[src/rtl/jtframe_upld.sv]
// jtframe_upld: streams SDRAM contents back out over the ioctl byte port.
// Byte requests become 16-bit SDRAM word reads; a one-word cache serves the
// second byte of a word without another SDRAM access. Address partitioning
// (header, banks, PROM region, byte swap) mirrors the download path.
module jtframe_upld #(
  parameter int unsigned HEADER     = 0,
  parameter logic [24:0] PROM_START = ~25'd0,
  parameter logic [24:0] BA1_START  = ~25'd0,
  parameter logic [24:0] BA2_START  = ~25'd0,
  parameter logic [24:0] BA3_START  = ~25'd0,
  parameter int unsigned SWAB       = 0
) (
  input  logic        clk,
  input  logic        rst,
  input  logic        uploading,
  input  logic [24:0] ioctl_addr,
  input  logic        ioctl_rd,
  output logic [7:0]  ioctl_din,
  output logic        ioctl_wait,
  output logic [21:0] prog_addr,
  output logic [1:0]  prog_ba,
  output logic        prog_rd,
  input  logic        sdram_ack,
  input  logic        data_rdy,
  input  logic [15:0] data_read
);

  localparam int unsigned AW = 25;
  localparam int unsigned WW = 22;
  localparam int unsigned DW = 16;
  localparam int unsigned BW = 8;

  localparam logic [AW-1:0] ALL_ONES = '1;
  localparam logic [AW-1:0] HDR_LEN  = AW'(HEADER);
  localparam logic          SWAB_B   = 1'(SWAB % 2);

  typedef enum logic [1:0] {
    S_IDLE,
    S_REQ,
    S_WAIT
  } state_t;

  state_t          r_state;
  logic [BW-1:0]   r_din;
  logic            r_wait;
  logic [WW-1:0]   r_prog_addr;
  logic [1:0]      r_prog_ba;
  logic            r_prog_rd;
  logic            r_sel;
  logic            r_valid;
  logic [DW-1:0]   r_cache;
  logic [WW-1:0]   r_tag_word;
  logic [1:0]      r_tag_ba;

  logic [AW-1:0]   w_part;
  logic            w_hdr;
  logic            w_prom;
  logic [1:0]      w_bank;
  logic [AW-1:0]   w_start;
  logic [AW-1:0]   w_eff;
  logic [WW-1:0]   w_word;
  logic            w_sel;
  logic            w_hit;
  logic [BW-1:0]   w_cache_byte;
  logic [BW-1:0]   w_rdy_byte;
  logic            w_done;
  logic            w_unused;

  // Address partitioning shared with the download side
  assign w_part = ioctl_addr - HDR_LEN;
  assign w_hdr  = (HDR_LEN != '0) && (ioctl_addr < HDR_LEN);
  assign w_prom = (PROM_START != ALL_ONES) && (w_part >= PROM_START);

  // Highest defined bank whose start is at or below the partition address
  always_comb begin
    w_bank  = 2'd0;
    w_start = '0;
    if (BA1_START != ALL_ONES && w_part >= BA1_START) begin
      w_bank  = 2'd1;
      w_start = BA1_START;
    end
    if (BA2_START != ALL_ONES && w_part >= BA2_START) begin
      w_bank  = 2'd2;
      w_start = BA2_START;
    end
    if (BA3_START != ALL_ONES && w_part >= BA3_START) begin
      w_bank  = 2'd3;
      w_start = BA3_START;
    end
  end

  assign w_eff    = w_part - w_start;
  assign w_word   = w_eff[WW:1];
  assign w_sel    = w_eff[0] ^ SWAB_B;
  assign w_unused = &{1'b0, w_eff[AW-1:WW+1]};

  // Cache lookup and byte-lane selection for both cached and fresh words
  assign w_hit        = r_valid && (r_tag_ba == w_bank) && (r_tag_word == w_word);
  assign w_cache_byte = w_sel ? r_cache[BW-1:0] : r_cache[DW-1:BW];
  assign w_rdy_byte   = r_sel ? data_read[BW-1:0] : data_read[DW-1:BW];

  // Fetch completes on data_rdy in WAIT, or together with the ack in REQ
  assign w_done = ((r_state == S_REQ) && sdram_ack && data_rdy) ||
                  ((r_state == S_WAIT) && data_rdy);

  // Upload FSM: request decode, SDRAM handshake and cache update
  always_ff @(posedge clk) begin
    if (rst) begin
      r_state     <= S_IDLE;
      r_din       <= '0;
      r_wait      <= 1'b0;
      r_prog_addr <= '0;
      r_prog_ba   <= '0;
      r_prog_rd   <= 1'b0;
      r_sel       <= 1'b0;
      r_valid     <= 1'b0;
      r_cache     <= '0;
      r_tag_word  <= '0;
      r_tag_ba    <= '0;
    end else if (!uploading) begin
      // No session: abort any fetch and keep the cache invalid so a new
      // session never sees a stale word
      r_state   <= S_IDLE;
      r_wait    <= 1'b0;
      r_prog_rd <= 1'b0;
      r_valid   <= 1'b0;
    end else if (w_done) begin
      r_cache    <= data_read;
      r_tag_word <= r_prog_addr;
      r_tag_ba   <= r_prog_ba;
      r_valid    <= 1'b1;
      r_din      <= w_rdy_byte;
      r_wait     <= 1'b0;
      r_prog_rd  <= 1'b0;
      r_state    <= S_IDLE;
    end else begin
      case (r_state)
        S_IDLE: begin
          if (ioctl_rd) begin
            if (w_hdr) begin
              r_din <= 8'hFF;
            end else if (w_prom) begin
              r_din <= 8'h00;
            end else if (w_hit) begin
              r_din <= w_cache_byte;
            end else begin
              r_wait      <= 1'b1;
              r_prog_rd   <= 1'b1;
              r_prog_addr <= w_word;
              r_prog_ba   <= w_bank;
              r_sel       <= w_sel;
              r_state     <= S_REQ;
            end
          end
        end
        S_REQ: begin
          if (sdram_ack) begin
            r_prog_rd <= 1'b0;
            r_state   <= S_WAIT;
          end
        end
        S_WAIT: begin
          r_state <= S_WAIT;
        end
        default: begin
          r_state <= S_IDLE;
        end
      endcase
    end
  end

  assign ioctl_din  = r_din;
  assign ioctl_wait = r_wait;
  assign prog_addr  = r_prog_addr;
  assign prog_ba    = r_prog_ba;
  assign prog_rd    = r_prog_rd;

endmodule
[config.mk]
export PLATFORM = sky130hd
export DESIGN_NAME = jtframe_upld
export DESIGN_NICKNAME = d
export VERILOG_FILES = /design/src/rtl/jtframe_upld.sv
export SDC_FILE = /design/constraint.sdc
export NUM_CORES = 1
export LEC_CHECK = 0
export BUFFER_PORTS_ARGS = -buffer_cell sky130_fd_sc_hd__buf_4
export CORE_ASPECT_RATIO = 0.75
export CORE_MARGIN = 3
export CORE_UTILIZATION = 25
export DETAILED_ROUTE_END_ITERATION = 12
export PLACE_DENSITY = 0.52
export SLEW_MARGIN = 0
export SYNTH_ARGS = -nofsm -noshare
export SYNTH_HDL_FRONTEND = slang
export SYNTH_SLANG_ARGS = --single-unit
[constraint.sdc]
create_clock -name clk -period 4 [get_ports clk]
set_input_delay 0.8 -clock clk [delete_from_list [all_inputs] [get_ports clk]]
set_output_delay 0.8 -clock clk [all_outputs]
set_load 0.03 [all_outputs]
# --- After elaboration in Yosys (flattened, before gate mapping) ---
# Cells that the tools add are included.
word_totals:
  wordCells: 50
  register_bits: 74
  input_bits: 47
op_classes:
  reduce_logical: 18
  bitwise: 3
  muxes: 14
  n_eq_ne: 6
op_table:
  columns: ["operator", "count"]
  rows:
  - ["$mux 8", 6]
  - ["$eq 22x22->1", 1]
  - ["$reduce_and 4->1", 2]
  - ["$reduce_bool 2->1", 4]
  - ["$mux 2", 3]
  - ["$ne 2x2->1 const B", 3]
  - ["$pmux 2 s3", 1]
  - ["$reduce_and 3->1", 2]
  - ["$reduce_and 5->1", 1]
  - ["$logic_and 1x1->1", 4]
  - ["$mux 1", 3]
  - ["$not 1->1", 3]
  - ["$reduce_or 3->1", 1]
  - ["$eq 2x1->1 const B", 1]
  - ["$eq 2x2->1 const B", 1]
  - ["$logic_not 2->1", 1]
  - ["$pmux 1 s2", 1]
  - ["$reduce_and 2->1", 1]
  - ["$reduce_or 2->1", 1]
  - ["$logic_or 1x1->1", 1]

# --- Longest topological paths before layout ---
depth:
  ltp_word: 6
  depth_mapped: 10

# --- Least setup slack after synthesis ---
# Ideal clock, no wire load.
synth_path:
  path_kind: "input port to flip-flop"
  from: "input port ioctl_addr[18]"
  to: "register r_din[4], in the netlist ioctl_din[4]"
  cell_stages: 7
  path_buffers: 1
  path_slack_ns: 1.777
  arrival_time_ns: 2.156
  setup_ns: 0.067
  path_cell_list: "xnor2_1 -> nand4_1 -> nor4_4 -> a31oi_4 -> buf_6 -> a211o_1 -> a21oi_2"
synth_via:
  elab_chain_cells: 4
synth_lines:
  columns: ["item", "line_no", "rtl"]
  rows:
  - ["from (decl)", "16", "input logic [24:0] ioctl_addr,"]
  - ["$eq 22x22->1", "98", "assign w_hit = r_valid && (r_tag_ba == w_bank) && (r_tag_word == w_word);"]
  - ["$logic_and 1x1->1", "98", null]
  - ["$reduce_bool 2->1 (no source line)", null, null]
  - ["$reduce_and 4->1 (no source line)", null, null]
  - ["to (signal assigned)", "132", "r_din <= w_rdy_byte;"]
  - ["to (signal assigned)", "145", "r_din <= w_cache_byte;"]
  - ["to (decl)", "44", "logic [BW-1:0] r_din;"]
# No other way between the ends.
# A chain may end at the register's enable or synchronous reset.

# --- Worst setup path in the final report ---
layout_path:
  from: "register r_state[1]"
  to: "register r_prog_addr[7], in the netlist prog_addr[7]"
layout_via:
  elab_chain_cells: 6
layout_lines:
  columns: ["item", "line_no", "rtl"]
  rows:
  - ["from (decl)", "43", "state_t r_state;"]
  - ["from (signal assigned)", "109", "r_state <= S_IDLE;"]
  - ["from (signal assigned)", "123", "r_state <= S_IDLE;"]
  - ["from (signal assigned)", "135", "r_state <= S_IDLE;"]
  - ["$eq 2x1->1", "103", "assign w_done = ((r_state == S_REQ) && sdram_ack && data_rdy) ||"]
  - ["$logic_and 1x1->1 (2 in a row)", "103", null]
  - ["$logic_or 1x1->1", "103", null]
  - ["$not 1->1 (no source line)", null, null]
  - ["$reduce_and 5->1 (no source line) *", null, null]
  - ["to (signal assigned)", "149", "r_prog_addr <= w_word;"]
  - ["to (decl)", "46", "logic [WW-1:0] r_prog_addr;"]
# Mark *: on every way between the ends. The rest lies on a longest branch, timed or not.

==> results.md <==
* DR WL/cell at around 14 um
* Worst slew margin at between 30 and 40%
* CTS tree: yes
* Filler cells at ~1300
* Post-route minimum period at ~2700 ps
* R2R Path Start: r_state[1]$_SDFFE_PP0P_
* Die W at ~140 um
* Final ANT Viol Nets at 0
* Row count at 35
* Synth Flop Type: dfxtp_1
* Area Growth Syn to Fin at 30.93%
* Yosys synthesis warning count at 0
* Area contributors post-synth: dfxtp_1 (45%), nand2_1 (10%), mux2i_1 (9.8%)
* Worst-Margin Slew at around 960 ps
* Highest Signal Layer: met4
* Vias per std cell at around 4.4
* CP Data Arrival Time at just under 3000 ps
* Crit path max-delay family: compound AO/OA/AOI/OAI gates
* Leak at approximately 1.6 nW
* Setup-failing EPs final at 0
* Worst skew pair latency at 330 ps
* Required @ worst endpoint at ~4200 ps
* CP Class: reg2reg
* H-tree depth at 3
* Asr flop ratio synth at 0%
* CP cell instances: inv_1 > ha_1 > and2_1 > o21ai_0 > nand2_1 > a21oi_4 > buf_4 > mux2i_1 > nor2_1
* Startpoint Class: register
* FF-to-FF End: prog_addr[7]$_SDFFE_PP0P_
* Nets at roughly 490
* Core area at around 13000 um2
* Min-delay src: ioctl_din[2]$_SDFFE_PP0P_
* Synth area leader: dfxtp_1
* Slowest cell on crit path: a21oi_4
* Tcrit/Tclk final at between 60% and 70%
* Post-Syn Area at 3273 um2
* Max-cap violations at 0
* Drt initial violations at approximately 110
* I/O Buffers at 76
* WP buf/inv at 2
* Share of cells above drive strength 1 at ~25%
* Drt pass-1 iters at 4
* Core Util, Final at between 30% and 40%
* Via count at roughly 2700
* Hold Crit Depth at 2
* Root Buffer: clkbuf_16
* Fmax at ~360 MHz
* Post-Syn Area per Cell at 8.775 um2
* Final Hold Fails at 0
* Maximum fanout along the worst path at 14
* Top post-synthesis cells by count: nand2_1 (89), dfxtp_1 (74), a21oi_1 (47)
* Total gr overflow at 0
* Most instantiated library cell after synthesis: nand2_1
* CTS Buffer Depth at 2
* Cell area power density at between 400 and 500 nW/um2
* Yosys reg bits at 74
* # DRC at 0
* Initial antenna violation count at 0
* CTS buffer count at 9
* Register-to-Register Path Depth at 9
* EDFF count, synth at 0
* Hold path endpoint: ioctl_din[2]$_SDFFE_PP0P_
* Ant diodes at 0
* Clk sinks at 74
* Synth top area share at between 40% and 50%
* GRT Overall Usage at 11.94%
* Initial Util at a little over a quarter
* Outcome: finished, final reports clean
* Die area at between 10000 and 15000 um2
* Synth unique cells at 35
* Synth Instances at 373
* Pre-CTS WS at 918.0 ps
* Routed WL at between 8000 and 9000 um
* Global-route wire length before repair at 13980 um
* CP Capture Type: register
* Die Y at 105.1 um
* Pin count of the biggest net entering global routing at just over 70
* Hold_buf cts at 0
* Tot Pwr at approximately 1.9 mW
* GPL Wtd Cong at 0.7762
* Vias in the first global route at ~2800
* Hold WC Path Type: reg2reg
* Final WS setup at around 1300 ps
* I/O pin count at slightly above 80
* Final Max Slew Viols at 0
* Number of gates resized after CTS at 0
* Worst reg-to-reg setup slack at ~1300 ps
* Worst vdd ir at ~260 uV
* Met1 Wirelength at around 4000 um
* Clk_skew at 4.987 ps
* Crit path largest cell delay at ~560 ps
* Clk slew on worst S/H paths at 60 ps
* Met3 wire length at roughly 410 um
* Sequential share of the synthesized area at between 40% and 50%
* Post-DP HPWL at between 5000 and 6000 um
* TNS Setup at 0 ps
* RSZ-0062 raised after global routing: no
* Setup bufs post-CTS at 0
* DR WL met2 at 3567 um
==> power by group <==
group | leakage (nW) | total [mW] | internal, mW | switching [mW]
clock | 0.173 | 0.940 | 0.628 | 0.312
combinational | 0.806 | 0.185 | 0.0806 | 0.104
sequential | 0.599 | 0.769 | 0.754 | 0.0149
total | 1.58 | 1.89 | 1.46 | 0.431
==> stage by stage <==
| stage | cell area, um2 | hold WS, ps | std cells |
|---|---|---|---|
| after floorplan | 3277 | 431.8 | 374 |
| final | 4285 | 450.0 | 609 |
| after global placement | 3934 | 437.4 | 593 |
| after global routing | 4285 | 473.6 | 609 |
| after detailed placement | 3934 | 441.9 | 593 |
| after CTS | 4285 | 450.1 | 609 |
==> tightest hold or removal path: cells and delay by family, from the launching register on <==
| family | cells | cell delay, ps |
|---|---|---|
| AO/OA/AOI/OAI | 1 | 50 |
| flip-flops | 1 | 310 |
| AND/OR/NAND/NOR | 1 | 50 |
==> cells in the final DEF, fill, tap and decap left out, types with 2 or more instances in the layout <==
master	n
a211o_2	6
xor2_1	3
buf_4	78
conb_1	2
inv_1	4
ha_1	3
nor4_4	2
bufinv_16	3
nor2b_1	8
o21a_1	2
a21oi_1	47
clkbuf_16	9
a211o_1	2
a211oi_1	8
nand2_1	89
nor2_1	27
mux2i_1	32
nand4_1	5
o21ai_0	2
dfxtp_1	74
a21oi_2	2
xnor2_1	19
==> state kept, by name, indices dropped and copies added (netlist names) <==
name,cells
ioctl_din,8
ioctl_wait,1
prog_addr,22
prog_rd,1
r_cache,16
r_sel,1
r_state,2
r_tag_word,22
r_valid,1
==> routing by layer <==
layer	track usage, %	up-vias
met5	0	-
met4	4.866	0
met3	3.797	13
met2	18.63	55
met1	15.29	1259
li1	-	1375
==> final cells by class <==
cell class	count	area (um2)	area share, %
clock buffers	10	239.0	5.577
clock inverters	6	112.6	2.628
inverters	4	15.01	0.3504
multi-input cells	271	1644	38.37
flip-flops and latches	74	1481	34.57
well taps	166	207.7	4.847
repair buffers	78	585.6	13.66
==> cells by family after synthesis <==
logic type	count (synthesis)	synth area share, %
adders and majority gates	3	1.147
DFF	74	45.26
and+or+nand+nor	139	18.65
other	1	0.1146
xor gates and xnor gates	22	5.887
buffers and inverters	29	5.084
muxes	32	9.786
AOI/OAI and AO/OA	73	14.07
==> worst max path at each step <==
stage                                 start                         end  slack [ps]  depth (start not counted)
floorplan                    ioctl_addr[18]   ioctl_din[4]$_SDFFE_PP0P_        1780                          7
global placement                  sdram_ack  prog_addr[10]$_SDFFE_PP0P_         940                          8
detailed placement                sdram_ack   prog_addr[6]$_SDFFE_PP0P_         920                          8
CTS                 r_state[1]$_SDFFE_PP0P_   prog_addr[7]$_SDFFE_PP0P_        1230                          9
global route        r_state[1]$_SDFFE_PP0P_  prog_addr[10]$_SDFFE_PP0P_        1050                          9
finish              r_state[1]$_SDFFE_PP0P_   prog_addr[7]$_SDFFE_PP0P_        1260                          9
(Power assumes the default switching activity.)
